File: config.mk
export PLATFORM = sky130hd
export DESIGN_NAME = psram_bist
export DESIGN_NICKNAME = d
export VERILOG_FILES = /design/src/rtl/psram_bist.sv
export SDC_FILE = /design/constraint.sdc
export NUM_CORES = 1
export LEC_CHECK = 0
export CAP_MARGIN = 20
export CORE_UTILIZATION = 55
export DETAILED_ROUTE_END_ITERATION = 6
export PLACE_DENSITY_LB_ADDON = 0.12
export SETUP_SLACK_MARGIN = 0.02
export SYNTH_ARGS = -nofsm -noshare
export SYNTH_HDL_FRONTEND = slang
export SYNTH_SLANG_ARGS = --single-unit
export TNS_END_PERCENT = 1
File: constraint.sdc
create_clock -name clk -period 9 [get_ports clk]
set_clock_uncertainty 0.1 [all_clocks]
set_input_delay 0.9 -clock clk [delete_from_list [all_inputs] [get_ports clk]]
set_output_delay 0.9 -clock clk [all_outputs]
set_load 0.05 [all_outputs]
File: src/rtl/psram_bist.sv
`default_nettype none
// ============================================================================
// Module      : psram_bist
// Description : Built-in self-test engine for the PSRAM controller path.
//               Writes a data pattern over an address range, reads it back,
//               compares each word, and classifies each operation's latency
//               as 1x or 2x. Supports an optional inverted second pass,
//               stop-on-error, error capture, per-operation timeouts and abort.
// Revision    : 1.0 - initial release
// ============================================================================
module psram_bist #(
  parameter int ADDR_W  = 22,
  parameter int DATA_W  = 16,
  parameter int LATENCY = 4,
  parameter int CNT_W   = 24,
  parameter int WR_TO   = 8 + 2 * LATENCY,
  parameter int RD_TO   = 13 + 2 * LATENCY
) (
  input  logic              clk,
  input  logic              resetn,
  input  logic              start,
  input  logic              abort,
  input  logic [1:0]        pattern,
  input  logic              two_pass,
  input  logic              stop_on_err,
  input  logic [ADDR_W-1:0] start_addr,
  input  logic [ADDR_W-1:0] last_addr,
  output logic              mem_read,
  output logic              mem_write,
  output logic [ADDR_W-1:0] mem_addr,
  output logic [DATA_W-1:0] mem_din,
  input  logic [DATA_W-1:0] mem_dout,
  input  logic              mem_busy,
  output logic [2:0]        state,
  output logic              done,
  output logic              pass,
  output logic              phase,
  output logic [1:0]        fail_code,
  output logic [CNT_W-1:0]  err_count,
  output logic [ADDR_W-1:0] first_err_addr,
  output logic [DATA_W-1:0] first_err_exp,
  output logic [DATA_W-1:0] first_err_act,
  output logic [CNT_W-1:0]  wr_1x,
  output logic [CNT_W-1:0]  wr_2x,
  output logic [CNT_W-1:0]  rd_1x,
  output logic [CNT_W-1:0]  rd_2x
);

  typedef enum logic [2:0] {
    S_IDLE     = 3'd0,
    S_WR_ISSUE = 3'd1,
    S_WR_WAIT  = 3'd2,
    S_RD_ISSUE = 3'd3,
    S_RD_WAIT  = 3'd4,
    S_DRAIN    = 3'd5,
    S_DONE     = 3'd6,
    S_FAIL     = 3'd7
  } state_t;

  // Wait-cycle counter only needs to reach the larger of the two timeouts.
  localparam int c_to_max = (WR_TO > RD_TO) ? WR_TO : RD_TO;
  localparam int c_cyc_w  = $clog2(c_to_max + 1);

  localparam logic [c_cyc_w-1:0] c_cyc_one = c_cyc_w'(1);
  localparam logic [c_cyc_w-1:0] c_cyc_min = c_cyc_w'(2);
  localparam logic [c_cyc_w-1:0] c_wr_to   = c_cyc_w'(WR_TO);
  localparam logic [c_cyc_w-1:0] c_rd_to   = c_cyc_w'(RD_TO);
  localparam logic [c_cyc_w-1:0] c_wr_2x   = c_cyc_w'(5 + LATENCY);
  localparam logic [c_cyc_w-1:0] c_rd_2x   = c_cyc_w'(10 + LATENCY);
  localparam logic [ADDR_W-1:0]  c_addr_one = ADDR_W'(1);

  // Expected data for word address a in the given pattern and pass.
  function automatic logic [DATA_W-1:0] exp_data(
    input logic [ADDR_W-1:0] a,
    input logic [1:0]        pat,
    input logic              ph
  );
    logic [7:0]        h;
    logic [DATA_W-1:0] d;
    h = 8'hC3;
    // Fold the low, middle and upper address bytes; upper field is zero-extended.
    for (int b = 0; b < 3; b++) begin
      for (int k = 0; k < 8; k++) begin
        if (b * 8 + k < ADDR_W) h[k] = h[k] ^ a[b * 8 + k];
      end
    end
    d = '0;
    case (pat)
      2'd0: begin
        for (int b = 0; b < DATA_W / 8; b++) d[b * 8 +: 8] = h;
      end
      2'd1: begin
        for (int i = 0; i < DATA_W; i++) begin
          if (i < ADDR_W) d[i] = a[i];
        end
      end
      2'd2: begin
        for (int i = 0; i < DATA_W; i++) d[i] = ((a % ADDR_W'(DATA_W)) == ADDR_W'(i));
      end
      default: begin
        for (int b = 0; b < DATA_W / 8; b++) d[b * 8 +: 8] = a[0] ? 8'hAA : 8'h55;
      end
    endcase
    if (ph) d = ~d;
    return d;
  endfunction

  // Saturating counter increment.
  function automatic logic [CNT_W-1:0] sat_inc(input logic [CNT_W-1:0] v);
    return (&v) ? v : v + CNT_W'(1);
  endfunction

  state_t              state_q, state_d;
  logic [ADDR_W-1:0]   addr_q, addr_d;
  logic [ADDR_W-1:0]   start_addr_q, start_addr_d;
  logic [ADDR_W-1:0]   last_addr_q, last_addr_d;
  logic [1:0]          pattern_q, pattern_d;
  logic                two_pass_q, two_pass_d;
  logic                stop_q, stop_d;
  logic                phase_q, phase_d;
  logic [c_cyc_w-1:0]  cyc_q, cyc_d;
  logic [1:0]          fail_code_q, fail_code_d;
  logic [CNT_W-1:0]    err_count_q, err_count_d;
  logic [ADDR_W-1:0]   fe_addr_q, fe_addr_d;
  logic [DATA_W-1:0]   fe_exp_q, fe_exp_d;
  logic [DATA_W-1:0]   fe_act_q, fe_act_d;
  logic [CNT_W-1:0]    wr_1x_q, wr_1x_d;
  logic [CNT_W-1:0]    wr_2x_q, wr_2x_d;
  logic [CNT_W-1:0]    rd_1x_q, rd_1x_d;
  logic [CNT_W-1:0]    rd_2x_q, rd_2x_d;
  logic                mem_read_q, mem_read_d;
  logic                mem_write_q, mem_write_d;
  logic [ADDR_W-1:0]   mem_addr_q, mem_addr_d;
  logic [DATA_W-1:0]   mem_din_q, mem_din_d;
  logic                done_q, done_d;
  logic                pass_q, pass_d;

  logic [DATA_W-1:0]   w_exp_cur;
  logic                w_complete;
  logic                w_last;
  logic                w_launch;
  logic                w_miss;

  // Next-state, datapath and request generation.
  always_comb begin
    state_d      = state_q;
    addr_d       = addr_q;
    start_addr_d = start_addr_q;
    last_addr_d  = last_addr_q;
    pattern_d    = pattern_q;
    two_pass_d   = two_pass_q;
    stop_d       = stop_q;
    phase_d      = phase_q;
    cyc_d        = cyc_q;
    fail_code_d  = fail_code_q;
    err_count_d  = err_count_q;
    fe_addr_d    = fe_addr_q;
    fe_exp_d     = fe_exp_q;
    fe_act_d     = fe_act_q;
    wr_1x_d      = wr_1x_q;
    wr_2x_d      = wr_2x_q;
    rd_1x_d      = rd_1x_q;
    rd_2x_d      = rd_2x_q;
    mem_read_d   = 1'b0;
    mem_write_d  = 1'b0;
    mem_addr_d   = mem_addr_q;
    mem_din_d    = mem_din_q;

    w_exp_cur  = exp_data(addr_q, pattern_q, phase_q);
    w_complete = !mem_busy && (cyc_q >= c_cyc_min);
    w_last     = (addr_q == last_addr_q);
    w_miss     = (mem_dout != w_exp_cur);
    w_launch   = start && !abort && (start_addr <= last_addr) &&
                 ((state_q == S_IDLE) || (state_q == S_DONE) || (state_q == S_FAIL));

    case (state_q)
      S_WR_ISSUE, S_RD_ISSUE: begin
        if (abort) begin
          state_d = S_IDLE;
        end else begin
          state_d = (state_q == S_WR_ISSUE) ? S_WR_WAIT : S_RD_WAIT;
          cyc_d   = c_cyc_one;
        end
      end
      S_WR_WAIT: begin
        // Timeout outranks abort; abort outranks completion.
        if (!w_complete && (cyc_q == c_wr_to)) begin
          state_d     = S_FAIL;
          fail_code_d = 2'd2;
        end else if (abort) begin
          state_d = S_DRAIN;
        end else if (w_complete) begin
          if (cyc_q > c_wr_2x) wr_2x_d = sat_inc(wr_2x_q);
          else                 wr_1x_d = sat_inc(wr_1x_q);
          if (w_last) begin
            addr_d  = start_addr_q;
            state_d = S_RD_ISSUE;
          end else begin
            addr_d  = addr_q + c_addr_one;
            state_d = S_WR_ISSUE;
          end
        end else begin
          cyc_d = cyc_q + c_cyc_one;
        end
      end
      S_RD_WAIT: begin
        if (!w_complete && (cyc_q == c_rd_to)) begin
          state_d     = S_FAIL;
          fail_code_d = 2'd3;
        end else if (abort) begin
          state_d = S_DRAIN;
        end else if (w_complete) begin
          if (cyc_q > c_rd_2x) rd_2x_d = sat_inc(rd_2x_q);
          else                 rd_1x_d = sat_inc(rd_1x_q);
          if (w_miss) begin
            err_count_d = sat_inc(err_count_q);
            if (err_count_q == '0) begin
              fe_addr_d = addr_q;
              fe_exp_d  = w_exp_cur;
              fe_act_d  = mem_dout;
            end
          end
          if (w_miss && stop_q) begin
            state_d     = S_FAIL;
            fail_code_d = 2'd1;
          end else if (w_last) begin
            if (!phase_q && two_pass_q) begin
              phase_d = 1'b1;
              addr_d  = start_addr_q;
              state_d = S_WR_ISSUE;
            end else begin
              state_d = S_DONE;
            end
          end else begin
            addr_d  = addr_q + c_addr_one;
            state_d = S_RD_ISSUE;
          end
        end else begin
          cyc_d = cyc_q + c_cyc_one;
        end
      end
      S_DRAIN: begin
        // Let the outstanding controller operation finish before idling.
        if (!mem_busy) state_d = S_IDLE;
      end
      S_DONE, S_FAIL: begin
        if (abort) state_d = S_IDLE;
      end
      default: begin
      end
    endcase

    if (w_launch) begin
      state_d      = S_WR_ISSUE;
      start_addr_d = start_addr;
      last_addr_d  = last_addr;
      pattern_d    = pattern;
      two_pass_d   = two_pass;
      stop_d       = stop_on_err;
      phase_d      = 1'b0;
      addr_d       = start_addr;
      fail_code_d  = 2'd0;
      err_count_d  = '0;
      fe_addr_d    = '0;
      fe_exp_d     = '0;
      fe_act_d     = '0;
      wr_1x_d      = '0;
      wr_2x_d      = '0;
      rd_1x_d      = '0;
      rd_2x_d      = '0;
    end

    if (state_d == S_IDLE) fail_code_d = 2'd0;

    // Request pulse is registered so it coincides with the ISSUE state.
    if ((state_d == S_WR_ISSUE) || (state_d == S_RD_ISSUE)) begin
      mem_addr_d = addr_d;
      if (state_d == S_WR_ISSUE) begin
        mem_write_d = 1'b1;
        mem_din_d   = exp_data(addr_d, pattern_d, phase_d);
      end else begin
        mem_read_d  = 1'b1;
      end
    end

    done_d = (state_d == S_DONE);
    pass_d = (state_d == S_DONE) && (err_count_d == '0);
  end

  // State and datapath registers; reset clears every output immediately.
  always_ff @(posedge clk or negedge resetn) begin
    if (!resetn) begin
      state_q      <= S_IDLE;
      addr_q       <= '0;
      start_addr_q <= '0;
      last_addr_q  <= '0;
      pattern_q    <= '0;
      two_pass_q   <= 1'b0;
      stop_q       <= 1'b0;
      phase_q      <= 1'b0;
      cyc_q        <= '0;
      fail_code_q  <= '0;
      err_count_q  <= '0;
      fe_addr_q    <= '0;
      fe_exp_q     <= '0;
      fe_act_q     <= '0;
      wr_1x_q      <= '0;
      wr_2x_q      <= '0;
      rd_1x_q      <= '0;
      rd_2x_q      <= '0;
      mem_read_q   <= 1'b0;
      mem_write_q  <= 1'b0;
      mem_addr_q   <= '0;
      mem_din_q    <= '0;
      done_q       <= 1'b0;
      pass_q       <= 1'b0;
    end else begin
      state_q      <= state_d;
      addr_q       <= addr_d;
      start_addr_q <= start_addr_d;
      last_addr_q  <= last_addr_d;
      pattern_q    <= pattern_d;
      two_pass_q   <= two_pass_d;
      stop_q       <= stop_d;
      phase_q      <= phase_d;
      cyc_q        <= cyc_d;
      fail_code_q  <= fail_code_d;
      err_count_q  <= err_count_d;
      fe_addr_q    <= fe_addr_d;
      fe_exp_q     <= fe_exp_d;
      fe_act_q     <= fe_act_d;
      wr_1x_q      <= wr_1x_d;
      wr_2x_q      <= wr_2x_d;
      rd_1x_q      <= rd_1x_d;
      rd_2x_q      <= rd_2x_d;
      mem_read_q   <= mem_read_d;
      mem_write_q  <= mem_write_d;
      mem_addr_q   <= mem_addr_d;
      mem_din_q    <= mem_din_d;
      done_q       <= done_d;
      pass_q       <= pass_d;
    end
  end

  assign state          = state_q;
  assign mem_read       = mem_read_q;
  assign mem_write      = mem_write_q;
  assign mem_addr       = mem_addr_q;
  assign mem_din        = mem_din_q;
  assign done           = done_q;
  assign pass           = pass_q;
  assign phase          = phase_q;
  assign fail_code      = fail_code_q;
  assign err_count      = err_count_q;
  assign first_err_addr = fe_addr_q;
  assign first_err_exp  = fe_exp_q;
  assign first_err_act  = fe_act_q;
  assign wr_1x          = wr_1x_q;
  assign wr_2x          = wr_2x_q;
  assign rd_1x          = rd_1x_q;
  assign rd_2x          = rd_2x_q;

endmodule
`default_nettype wire

==> results.md <==
* Status: completed
* Number of setup buffers added after CTS at 0
* Critical path buffers and inverters at 1
* Final setup TNS at 0 ps
* DP Area at 21000 µm²
* Yosys reg bits at 297
* Final Max Slew Viols at 0
* Post-CTS sizing at 0
* Core Footprint at 31700 µm²
* Final setup fails at 0
* Area share of the largest cell type after synthesis at 41.7%
* RR Startpoint: phase
* Layout area overhead at 23.9%
* Die H at 182 µm
* Vias at 17.1k
* Crit. End Element: flop
* FMAX at 171 MHz
* Worst vdd ir at 0.164 mV
* RSZ-0062 raised after global routing: no
* Startpoint types: flop
* Post-DP HPWL at 40.3 mm
* Cells on worst reg2reg path at 15
* Slew margin rel. at 26.3%
* Buffers on Ports at 290
* Die area at 33200 µm²
* Syn_area_per_cell at 8.45 µm²
* Post-Route WL at 56.8 mm
* Initial antenna violation count at 2
* Post-CTS Hold Fix Bufs at 0
* Tcrit/Tclk final at 65.0%
* Library cells used by synthesis at 98
* Grt total ovfl at 0
* CTS Sinks at 297
* Worst hold path class: in -> async
* Vias per cell at 6.18
* Drt drc at 0
* Pleak at 0.00972 µW
* Fin crit period at 5850 ps
* DR pass1 iterations at 6
* CTS max path bufs at 3
* Fillers at 2515
* Clk_lat worst skew at 530 ps
* Setup CP Type: reg -> reg
* Flop-to-flop setup slack at 3150 ps
* Crit path DAT at 6150 ps
* Post-Syn Area at 17800 µm²
* GPL Wtd Cong at 0.968
* Setup crit start: phase
* PD cells at 308 nW/µm²
* Slowest CP cell: dfrtp_1
* CTS tree: built
* Top delay family on crit path: compound AO/OA/AOI/OAI gates
* Row cnt at 65
* Final hold viol count at 0
* Die width at 182 µm
* Fin Hold WS at 299 ps
* Seq/Total Area, Yosys at 41.7%
* Reg clk slew, reported paths at 60 ps
* Fraction of layout cells with a size suffix above 1 at 5.25%
* Largest net degree at the start of global routing at 105
* Syn. warnings at 0
* DR WL/cell at 20.5 µm
* Nets at 2442
* CP Cell Sequence: buf_4 > a21boi_2 > o21ai_0 > a221oi_1 > or3b_2 > nand4b_1 > or4_4 > o31ai_4 > a21oi_1 > a32oi_1 > o21ai_0 > xnor3_1 > a2111o_1 > mux2i_1 > a21oi_1
* Crit-path max cell delay at 670 ps
* Crit-path max FO at 28
* Async SR Flop Fraction at 100%
* Vias in the first global route at 16.1k
* Post-synth EDFFs at 0
* H-Tree Depth at 2
* Cells after Synth at 2112
* GRT Util Overall at 34.1%
* Synth cell count leaders: 389 x nand2_1, 297 x dfrtp_1, 208 x nor2_1, 142 x o21ai_0, 105 x xor2_1
* Worst-Margin Slew at 1100 ps
* Worst EP required at 9300 ps
* Worst setup margin at 3150 ps
* Levels on crit path at 15
* Top_reg_cell synth: dfrtp_1
* Leading area contributor after synthesis: dfrtp_1
* Cts bufs inserted at 34
* Fin util at 69.7%
* Most frequent cell after synthesis: nand2_1
* Initial Util at 56.3%
* Post-place setup slack at 3060 ps
* Finished Cell Area at 22100 µm²
* Syn Nets at 2217
* I/O pin cnt at 291
* Antenna-violating nets left at 0
* Max capacitance violation total at 0
* Iteration-0 DRC Markers at 1730
* CTS Root Cell: clkbuf_16
* First-pass GRT wire length at 89.3 mm
* Largest cells by area after synthesis: dfrtp_1 42%, nand2_1 8.2%, xor2_1 5.2%
## per-stage QoR
| step | power (µW) | instances |
|---|---|---|
| finish | 6810 | 2764 |
| CTS | 6760 | 2762 |
| floorplan | 4290 | 2112 |
| detailed placement | 5340 | 2702 |
| global placement | 5290 | 2701 |
| global route | 7140 | 2763 |
## where the power goes
| group | switching [µW] | internal (µW) | total [µW] | leakage, µW |
|---|---|---|---|---|
| registers | 384 | 1670 | 2050 | 0.00389 |
| clock network | 563 | 857 | 1420 | 0.000551 |
| logic | 2160 | 1170 | 3330 | 0.00528 |
## per-layer routing
metal / part of all wire (%) / vias to the layer above / track usage, % / wire, µm
met5: 0 / - / 0 / 0
met4: 4.5 / 0 / 15.1 / 2530
met3: 9.7 / 184 / 7.94 / 5510
met2: 45 / 871 / 52.6 / 25400
met1: 41 / 8182 / 46.1 / 23400
li1: - / 7831 / - / -
## cell usage in the layout (no fill, tap or decap), types with 59 or more instances in the layout
cell type        netlist  final
dfrtp_1              297    297
xnor2_1               59     59
inv_1                 60     60
clkdlybuf4s50_1        0    289
nor2_1               208    207
a21oi_1              101    101
o21ai_0              142    142
nand2_1              389    388
nand3_1               70     70
xor2_1               105    105
## registers in the layout, summed over array words and instances, names as in the netlist, 2 cells and up
signal / cells
first_err_exp: 16
rd_2x: 24
first_err_act: 16
pattern_q: 2
err_count: 24
rd_1x: 24
first_err_addr: 22
wr_2x: 24
mem_addr: 22
fail_code: 2
mem_din: 16
cyc_q: 5
start_addr_q: 22
state: 3
wr_1x: 24
addr_q: 22
last_addr_q: 22
## cells by family after synthesis
family                     Yosys count  synth area share (%)
AOI/OAI and AO/OA                  454                  16.5
adders and majority gates           36                  2.52
buffers and inverters              194                  4.41
xor gates and xnor gates           171                  8.91
and+or+nand+nor                    926                  24.0
DFF                                297                  41.7
muxes                               34                  1.98
## layout make-up
class | instances | area, µm² | area share [%]
repair buffers | 321 | 3140 | 14.2
multi-input cells | 1621 | 9660 | 43.7
clock inverters | 14 | 186 | 0.843
diodes | 1 | 2.50 | 0.0113
clock buffers | 46 | 947 | 4.29
inverters | 62 | 233 | 1.05
flip-flops and latches | 297 | 7430 | 33.6
well taps | 402 | 503 | 2.28
## final timing paths
check                                    to
max reg2reg                      mem_din[1]
min in group clk                mem_addr[6]
min reg2reg                     mem_addr[6]
min                        first_err_exp[4]
max                              mem_din[1]
max in group asynchronous         wr_2x[14]
Note: power is estimated with default switching activity, not from simulation.
